File: config.mk
export PLATFORM = sky130hd
export DESIGN_NAME = led_sequencer_flat
export DESIGN_NICKNAME = d
export VERILOG_FILES = /design/src/rtl/led_sequencer_pkg.sv /design/src/rtl/led_sequencer_if.sv /design/src/rtl/led_tick_gen.sv /design/src/rtl/led_sequencer.sv /design/src/flat_wrapper.sv
export SDC_FILE = /design/constraint.sdc
export NUM_CORES = 1
export LEC_CHECK = 0
export CAP_MARGIN = 20
export CORE_ASPECT_RATIO = 2
export CORE_MARGIN = 2
export CORE_UTILIZATION = 50
export CTS_CLUSTER_DIAMETER = 120
export DETAILED_ROUTE_END_ITERATION = 6
export PLACE_DENSITY = 0.73
export RECOVER_POWER = 100
export SLEW_MARGIN = 10
export SYNTH_ARGS = -nofsm -noshare
export SYNTH_HDL_FRONTEND = slang
export SYNTH_SLANG_ARGS = --single-unit
File: constraint.sdc
create_clock -name CLOCK_50 -period 2.25 [get_ports CLOCK_50]
set_clock_uncertainty 0.05 [all_clocks]
set_input_delay 0.45 -clock CLOCK_50 [delete_from_list [all_inputs] [get_ports CLOCK_50]]
set_output_delay 0.45 -clock CLOCK_50 [all_outputs]
set_load 0.1 [all_outputs]
File: src/rtl/led_sequencer_pkg.sv
// led_sequencer shared types and constants.
// Mode/state encodings and pattern seeds for the LED bank.
package led_seq_pkg;

  localparam int LED_W = 8;

  typedef enum logic [1:0] {
    MODE_OFF   = 2'd0,
    MODE_BLINK = 2'd1,
    MODE_SHIFT = 2'd2,
    MODE_COUNT = 2'd3
  } mode_e;

  typedef enum logic [1:0] {
    S_OFF   = 2'd0,
    S_BLINK = 2'd1,
    S_SHIFT = 2'd2,
    S_COUNT = 2'd3
  } state_e;

  localparam logic [LED_W-1:0] PAT_OFF_INIT   = 8'h00;
  localparam logic [LED_W-1:0] PAT_BLINK_INIT = 8'hFF;
  localparam logic [LED_W-1:0] PAT_SHIFT_INIT = 8'h01;
  localparam logic [LED_W-1:0] PAT_COUNT_INIT = 8'h00;

  function automatic state_e mode_to_state(
    input mode_e m
  );
    state_e s;
    unique case (m)
      MODE_OFF:   s = S_OFF;
      MODE_BLINK: s = S_BLINK;
      MODE_SHIFT: s = S_SHIFT;
      MODE_COUNT: s = S_COUNT;
      default:    s = S_OFF;
    endcase
    return s;
  endfunction

  function automatic logic [LED_W-1:0] init_pat(
    input state_e s
  );
    logic [LED_W-1:0] p;
    unique case (s)
      S_OFF:   p = PAT_OFF_INIT;
      S_BLINK: p = PAT_BLINK_INIT;
      S_SHIFT: p = PAT_SHIFT_INIT;
      S_COUNT: p = PAT_COUNT_INIT;
      default: p = PAT_OFF_INIT;
    endcase
    return p;
  endfunction

endpackage

File: src/rtl/led_sequencer_if.sv
// Control/status bundle between the LED sequencer and its host.
// dim exists only when LED_PWM_DIM_EN is defined.
interface led_seq_if;
  import led_seq_pkg::*;

  logic [1:0]       mode_sel;
  logic             mode_load;
  logic [3:0]       speed;
  logic             pause;
  logic             ovr_req;
  logic [LED_W-1:0] ovr_data;
  logic             ovr_gnt;
  logic             step;
  logic [LED_W-1:0] LEDG;
`ifdef LED_PWM_DIM_EN
  logic [2:0]       dim;
`endif

  modport master (
    output mode_sel, mode_load, speed,
    output pause, ovr_req, ovr_data,
`ifdef LED_PWM_DIM_EN
    output dim,
`endif
    input  ovr_gnt, step, LEDG
  );

  modport slave (
    input  mode_sel, mode_load, speed,
    input  pause, ovr_req, ovr_data,
`ifdef LED_PWM_DIM_EN
    input  dim,
`endif
    output ovr_gnt, step, LEDG
  );

endinterface

File: src/rtl/led_tick_gen.sv
// Prescaler plus speed-scaled step counter for the sequencer.
// speed is latched only at period start so a change never shortens a step.
module led_tick_gen #(
  parameter int TICK_DIV = 2500000,
  parameter int CNT_W    = 22
) (
  input  logic       CLOCK_50,
  input  logic       RESET,
  input  logic       clear,
  input  logic       pause,
  input  logic [3:0] speed,
  output logic       tick
);

  localparam logic [CNT_W-1:0] BASE_MAX =
    CNT_W'(TICK_DIV - 1);

  logic [CNT_W-1:0] base_q;
  logic [3:0]       step_q;
  logic [3:0]       speed_q;
  logic             base_wrap;
  logic             step_wrap;

  assign base_wrap = (base_q == BASE_MAX);
  assign step_wrap = (step_q == speed_q);
  assign tick      = !pause && base_wrap && step_wrap;

  // Base counter wraps every TICK_DIV; step counter advances per wrap.
  always_ff @(posedge CLOCK_50 or posedge RESET) begin
    if (RESET) begin
      base_q  <= '0;
      step_q  <= '0;
      speed_q <= '0;
    end else if (clear) begin
      base_q  <= '0;
      step_q  <= '0;
      speed_q <= speed;
    end else if (!pause) begin
      if (base_wrap) begin
        base_q <= '0;
        if (step_wrap) begin
          step_q  <= '0;
          speed_q <= speed;
        end else begin
          step_q <= step_q + 4'd1;
        end
      end else begin
        base_q <= base_q + 1'b1;
      end
    end
  end

endmodule

File: src/rtl/led_sequencer.sv
// 8-bit LED pattern sequencer with fixed-priority external override.
// Optional LED_PWM_DIM_EN adds a 3-bit PWM brightness gate on LEDG.
module led_sequencer
  import led_seq_pkg::*;
#(
  parameter int TICK_DIV = 2500000,
  parameter int CNT_W    = 22
) (
  input logic     CLOCK_50,
  input logic     RESET,
  led_seq_if.slave bus
);

  logic             tick;
  state_e           state_q;
  state_e           state_d;
  logic [LED_W-1:0] pat_q;
  logic [LED_W-1:0] pat_d;
  logic             dir_q;
  logic             dir_d;
  logic [LED_W-1:0] led_d;
  logic [LED_W-1:0] led_q;
  logic             gnt_q;
  logic             step_q;

  led_tick_gen #(
    .TICK_DIV (TICK_DIV),
    .CNT_W    (CNT_W)
  ) u_tick (
    .CLOCK_50 (CLOCK_50),
    .RESET    (RESET),
    .clear    (bus.mode_load),
    .pause    (bus.pause),
    .speed    (bus.speed),
    .tick     (tick)
  );

  // Next state and pattern; a load beats a coincident tick.
  always_comb begin
    state_d = state_q;
    pat_d   = pat_q;
    dir_d   = dir_q;
    if (bus.mode_load) begin
      state_d = mode_to_state(mode_e'(bus.mode_sel));
      pat_d   = init_pat(state_d);
      dir_d   = 1'b0;
    end else if (tick) begin
      unique case (state_q)
        S_OFF:   pat_d = PAT_OFF_INIT;
        S_BLINK: pat_d = ~pat_q;
        S_SHIFT: begin
          if (dir_q) begin
            pat_d = pat_q >> 1;
            if (pat_d[0]) dir_d = 1'b0;
          end else begin
            pat_d = pat_q << 1;
            if (pat_d[LED_W-1]) dir_d = 1'b1;
          end
        end
        S_COUNT: pat_d = pat_q + 8'd1;
        default: pat_d = pat_q;
      endcase
    end
  end

`ifdef LED_PWM_DIM_EN
  logic [2:0] pwm_q;
  logic       pwm_on;

  assign pwm_on = ({1'b0, pwm_q} < ({1'b0, bus.dim} + 4'd1));

  // Free-running PWM phase for the brightness gate.
  always_ff @(posedge CLOCK_50 or posedge RESET) begin
    if (RESET) pwm_q <= '0;
    else       pwm_q <= pwm_q + 3'd1;
  end

  // Override wins, then the brightness gate applies to either source.
  always_comb begin
    led_d = bus.ovr_req ? bus.ovr_data : pat_d;
    led_d = led_d & {LED_W{pwm_on}};
  end
`else
  // Override wins over the sequencer pattern.
  always_comb begin
    led_d = bus.ovr_req ? bus.ovr_data : pat_d;
  end
`endif

  // State, pattern, grant and LED output registers.
  always_ff @(posedge CLOCK_50 or posedge RESET) begin
    if (RESET) begin
      state_q <= S_OFF;
      pat_q   <= PAT_OFF_INIT;
      dir_q   <= 1'b0;
      led_q   <= '0;
      gnt_q   <= 1'b0;
      step_q  <= 1'b0;
    end else begin
      state_q <= state_d;
      pat_q   <= pat_d;
      dir_q   <= dir_d;
      led_q   <= led_d;
      gnt_q   <= bus.ovr_req;
      step_q  <= tick && !bus.mode_load;
    end
  end

  assign bus.LEDG    = led_q;
  assign bus.ovr_gnt = gnt_q;
  assign bus.step    = step_q;

endmodule

File: src/flat_wrapper.sv
// flat-port wrapper written by rule: the top's interface ports become plain ports
module led_sequencer_flat import led_seq_pkg::*;
#(
  parameter int TICK_DIV = 2500000,
  parameter int CNT_W    = 22
)
  (CLOCK_50, RESET, bus_mode_sel, bus_mode_load, bus_speed, bus_pause, bus_ovr_req, bus_ovr_data, bus_ovr_gnt, bus_step, bus_LEDG);
  led_seq_if bus_i ();
  input logic CLOCK_50;
  input logic RESET;
  input wire logic [$bits(bus_i.mode_sel)-1:0] bus_mode_sel;
  input wire logic [$bits(bus_i.mode_load)-1:0] bus_mode_load;
  input wire logic [$bits(bus_i.speed)-1:0] bus_speed;
  input wire logic [$bits(bus_i.pause)-1:0] bus_pause;
  input wire logic [$bits(bus_i.ovr_req)-1:0] bus_ovr_req;
  input wire logic [$bits(bus_i.ovr_data)-1:0] bus_ovr_data;
  output wire logic [$bits(bus_i.ovr_gnt)-1:0] bus_ovr_gnt;
  output wire logic [$bits(bus_i.step)-1:0] bus_step;
  output wire logic [$bits(bus_i.LEDG)-1:0] bus_LEDG;
  assign bus_i.mode_sel = bus_mode_sel;
  assign bus_i.mode_load = bus_mode_load;
  assign bus_i.speed = bus_speed;
  assign bus_i.pause = bus_pause;
  assign bus_i.ovr_req = bus_ovr_req;
  assign bus_i.ovr_data = bus_ovr_data;
  assign bus_ovr_gnt = bus_i.ovr_gnt;
  assign bus_step = bus_i.step;
  assign bus_LEDG = bus_i.LEDG;
  led_sequencer #(.TICK_DIV(TICK_DIV), .CNT_W(CNT_W)) u_core (.CLOCK_50(CLOCK_50), .RESET(RESET), .bus(bus_i));
endmodule
* Yosys cells after proc, flatten, opt, wreduce, memory -nomap -nowiden
Cells that the tools add are included. Widths: inputs -> output; s select.
Storage, ports and cells: register bits after elaboration 51, input bits 19, logic and storage cells 66, output and inout port bits 10
Operators by class: bitwise gates (word level) 1, reduce and logical (&&, ||, !) cells 16, eq/ne operators 12, muxes and demuxes 25, add/sub/neg operators 3
Operator list (count):
- $mux 22 | 3
- $mux 4 | 8
- $mux 8 | 4
- $pmux 8 s4 | 1
- $pmux 8 s3 | 1
- $add 22x1->22 const B | 1
- $eq 22x22->1 const B | 1
- $eq 2x2->1 const B | 6
- $add 8x1->8 const B | 1
- $not 8->8 | 1
- $pmux 2 s4 | 1
- $reduce_bool 2->1 | 4
- $eq 2x1->1 const B | 3
- $logic_not 2->1 | 3
- $mux 1 | 6
- $add 4x1->4 const B | 1
- $eq 4x4->1 | 1
- $reduce_and 2->1 | 2
- $logic_and 1x1->1 | 3
- $reduce_and 3->1 | 1
- $logic_not 1->1 | 2
- $mux 2 | 1
- $ne 2x2->1 const B | 1
- $reduce_or 2->1 | 1

* Depth between registers and ports, before layout
word-level depth 8, depth in mapped cells 8, mapped depth without buffers 6

* Modules after synthesis
From an unflattened synthesis, not the netlist that was laid out.
Unflattened totals: cell total of the unflattened synthesis 326, area, all modules 3083.0 µm²
By module, submodules not included:
- led_tick_gen | sequential area each 750.7 µm², cells an instance 184, instances 1, area each 1771.7 µm²
- led_sequencer | sequential area each 525.5 µm², cells an instance 142, instances 1, area each 1311.3 µm²

* Least setup slack after synthesis
Ideal clock, no wire load.
path type flip-flop to flip-flop, start register u_core.u_tick.base_q[6], end register u_core.led_q[3] (netlist: u_core.bus.LEDG[3]), path buffers 1, stages on the path, launching flop included 7, period minus slack after synthesis 2.509 ns, arrival 2.317 ns, path slack -0.259 ns, setup time 0.142 ns, required time 2.058 ns, cells stage by stage dfrtp_1 -> or4b_1 -> or2_1 -> buf_6 -> or4_1 -> o311ai_0 -> a2bb2oi_1
Between the ends: word-level cells in the longest chain between the ends 6
RTL lines:
- start, declared | RTL line led_tick_gen.sv:18 | logic [CNT_W-1:0] base_q;
- start signal, assigned | RTL line led_tick_gen.sv:48 | base_q <= base_q + 1'b1;
- $eq 22x22->1 | RTL line led_tick_gen.sv:24 | assign base_wrap = (base_q == BASE_MAX);
- $logic_and 1x1->1 (2 in a row) | RTL line led_tick_gen.sv:26 | assign tick = !pause && base_wrap && step_wrap;
- $mux 8 | RTL line led_sequencer.sv:47 | end else if (tick) begin
- $mux 8 | RTL line led_sequencer.sv:43 | if (bus.mode_load) begin
- $mux 8 | RTL line led_sequencer.sv:86 | led_d = bus.ovr_req ? bus.ovr_data : pat_d;
- named net u_core.led_d[3] | RTL line led_sequencer.sv:21 | logic [LED_W-1:0] led_d;
- end signal, assigned | RTL line led_sequencer.sv:103 | led_q <= led_d;
- end, declared | RTL line led_sequencer.sv:22 | logic [LED_W-1:0] led_q;
The timed path passes the listed nets, and every way through them passes these cells. A chain may end at the register's enable or synchronous reset.

* Worst setup path after layout
Same ends and word-level chain as after synthesis.

==> flow_summary.yaml <==
hold_path:
  hp-start: "u_core.u_tick.speed_q[2]"
  holdPathStages: 1
  hold_end: "u_core.u_tick.speed_q[2]"
  min_path_type: "reg -> reg"
floorplanning:
  die-area_um2: 6440
  die_height_um: 112
  initial_utilization: 0.510
  die_w_um: 57.8
  row_count: 39
  pin_count: 29
  core_um2: 5660
worst_setup_path:
  crit_type: "reg -> reg"
  cp_slowest_stage_delay_ns: 0.61
  r2r_slack_ns: -0.12
  crit_chain: "or4b_1, or2_4, or4_4, o311ai_4, a2bb2oi_1"
  timing.rr.start: "u_core.u_tick.base_q[6]"
  critPathArrivalTime_ns: 2.49
  start_kind: "flip-flop"
  crit_path_end_kind: "flip-flop"
  worstRegToRegCells: 5
  reg2reg_to: "u_core.bus.LEDG[3]"
  required_ns: 2.36
  critPathSlowestCell: "or4_4"
  critPathMaxFanout: 6
final_layout:
  drive_above_1_share: 0.205
  area_delta_synth_final_pct: 26.1
  seqCellArea_um2: 1280
  instances_no_fill: 427
  multiInputGateArea_um2: 1610
  n_fill_cell: 484
  diodes: 0
  final_common_cell: "dfrtp_1"
  final_cell_mix: "51 x dfrtp_1, 34 x nor2_1, 33 x buf_4"
  fin_nets: 391
synth:
  synth_mux_area_frac: 0.0442
  ys_top_cells_by_area: "dfrtp_1 44%, nor2_1 4.4%, xnor2_1 4.2%"
  ys_types: 48
  synth_xor_area_frac: 0.0758
  yosysWarningCount: 0
  synth_top_cell_by_area: "dfrtp_1"
  syn-cell-area_um2: 2890
  synth-simple-area-share: 0.255
  synthAdderAreaFrac: 0.0303
  netlist_instances: 309
  synth_edf_count: 0
  synth_top_area_share: 0.442
  ys_ff_latch: 51
  yosysSeqAreaShare: 0.442
  yosys_most_used_dff: "dfrtp_1"
  synth_top_family_by_area: "simple AND/OR/NAND/NOR gates"
  synthArstFlopShare: 1.00
  synth_fp_nets: 335
  syn_avg_cell_area_um2: 9.35
  synth_compound_area_frac: 0.115
route:
  dr.pass1.iters: 4
  vias_per_cell: 5.98
  routed_wl_um: 7500
  wl_per_cell_um: 17.6
  drt-initial-drc-count: 199
  vias: 2555
  drtAntennaViolNets: 0
  route.detailed.drc: 0
place:
  pre_cts_ws_ns: -0.213
  portBuffers: 28
  dp.cells: 417
  gp_congestion: 0.841
  hpwl_um: 5520
timing:
  period_minus_slack_ns: 2.37
  fmax_mhz: 421
  fin_crit_sh: 1.05
  grt_setup_unrepaired: "yes"
  tightest_slew_ns: 0.771
  worst_slack_ns: -0.123
  slew_headroom: 0.486
  finalSetupViolations: 17
  hold_violations: 0
  slew_viol_final: 0
clock_network:
  cts-root-buf: "clkbuf_16"
  cts.clk_slew.worst_paths_ns: 0.07
  clock_sinks: 51
  htreeDepth: 2
  hold_buffers: 0
  cts.path.max_buffers: 2
  clock_latency_ns: 0.29
  cts_buffers: 5
  tritoncts: "built"
grt:
  grt_max_degree: 35
  grt_pass1_wl_um: 12500
  antenna_found_initial: 0
  grt_pass1_vias: 2618
  overflow: 0
  track_usage: 0.249
power_and_ir_drop:
  p_total_mw: 2.15
  ir_drop_v: 0.000568
  power_density_nw_per_um2: 590
  leakagePower_nw: 1.54
run:
  cap_violations: 0
outcome:
  violations: "setup timing"
  status: "complete, but fails checks"
synthesized netlist by cell type (6+ instances only):
cell type	count
nor2_1	34
nand3_1	18
mux2_2	6
nand2_1	26
ha_1	7
nor3_1	7
mux2i_1	6
nor2b_1	6
inv_1	10
clkbuf_1	14
dfrtp_1	51
a21oi_1	12
xor2_1	11
o21ai_0	7
o31ai_1	8
nand4_1	9
xnor2_1	14
power breakdown:
part           switching, mW  leakage, nW  internal, mW
clock                  0.325       0.0669         0.411
sequential            0.0540        0.671         0.958
combinational          0.266        0.799         0.137
how the worst max path moves through the flow:
| stage | from | to |
|---|---|---|
| final | u_core.u_tick.base_q[6] | u_core.bus.LEDG[3] |
| after floorplan | u_core.u_tick.base_q[6] | u_core.bus.LEDG[1] |
| after global routing | u_core.u_tick.base_q[6] | u_core.bus.LEDG[1] |
| after CTS | u_core.u_tick.base_q[6] | u_core.bus.LEDG[1] |
| after global placement | u_core.u_tick.base_q[6] | u_core.bus.LEDG[4] |
| after detailed placement | u_core.u_tick.base_q[6] | u_core.bus.LEDG[3] |
area by class of cell:
type / instances / share of cell area
clock buffers: 6 / 0.0354
clock inverters: 2 / 0.00343
inverters: 11 / 0.0113
multi-input cells: 231 / 0.441
flip-flops and latches: 51 / 0.350
well taps: 61 / 0.0209
repair buffers: 65 / 0.138
stage by stage:
| step | util | TNS [ns] | area (um^2) | hold WS (ns) |
|---|---|---|---|---|
| 5_1_grt | 0.644 | -2.04 | 3640 | 0.501 |
| 2_1_floorplan | - | -2.32 | 2910 | 0.431 |
| 4_1_cts | 0.645 | -0.655 | 3650 | 0.430 |
| 3_5_place_dp | 0.610 | -2.04 | 3450 | 0.477 |
| 3_3_place_gp | 0.610 | -1.20 | 3450 | 0.471 |
| 6_report | 0.644 | -0.830 | 3640 | 0.488 |
critical path, delay by kind of cell (launching register included):
kind	cells	cell delay (ns)
DFF	1	0.37
AOI/OAI and AO/OA	2	0.41
and+or+nand+nor	3	1.41
routing by layer:
| metal | wire [um] | GRT usage | up-vias | part of all wire |
|---|---|---|---|---|
| met4 | 277 | 0.107 | 0 | 0.037 |
| met1 | 2650 | 0.261 | 1277 | 0.35 |
| met5 | 0 | 0 | - | 0 |
| met3 | 152 | 0.0279 | 19 | 0.020 |
| li1 | - | - | 1210 | - |
| met2 | 4420 | 0.474 | 49 | 0.59 |
flip-flops by register name (all words and copies together) (netlist names):
signal and cells:
u_core.bus.LEDG 8, u_core.bus.ovr_gnt 1, u_core.bus.step 1, u_core.dir_q 1, u_core.pat_q 8, u_core.state_q 2
u_core.u_tick.base_q 22, u_core.u_tick.speed_q 4, u_core.u_tick.step_q 4
kinds of logic (layout without fill, tap and decap cells):
group	Yosys count	count (layout)
adders and majority gates	7	7
and+or+nand+nor	139	139
muxes	12	12
xor gates and xnor gates	25	25
DFF	51	51
buffers and inverters	27	84
AOI/OAI and AO/OA	48	48
repair_timing:
action                                  CTS  global route
buffers inserted                          1             0
gates cloned                              0             1
endpoints found under the setup margin   18            41
pin swaps                                 6             5
gates resized for setup                   8             8
hold endpoints to repair                  0             0
No activity file was read; power rests on OpenSTA's default activity.
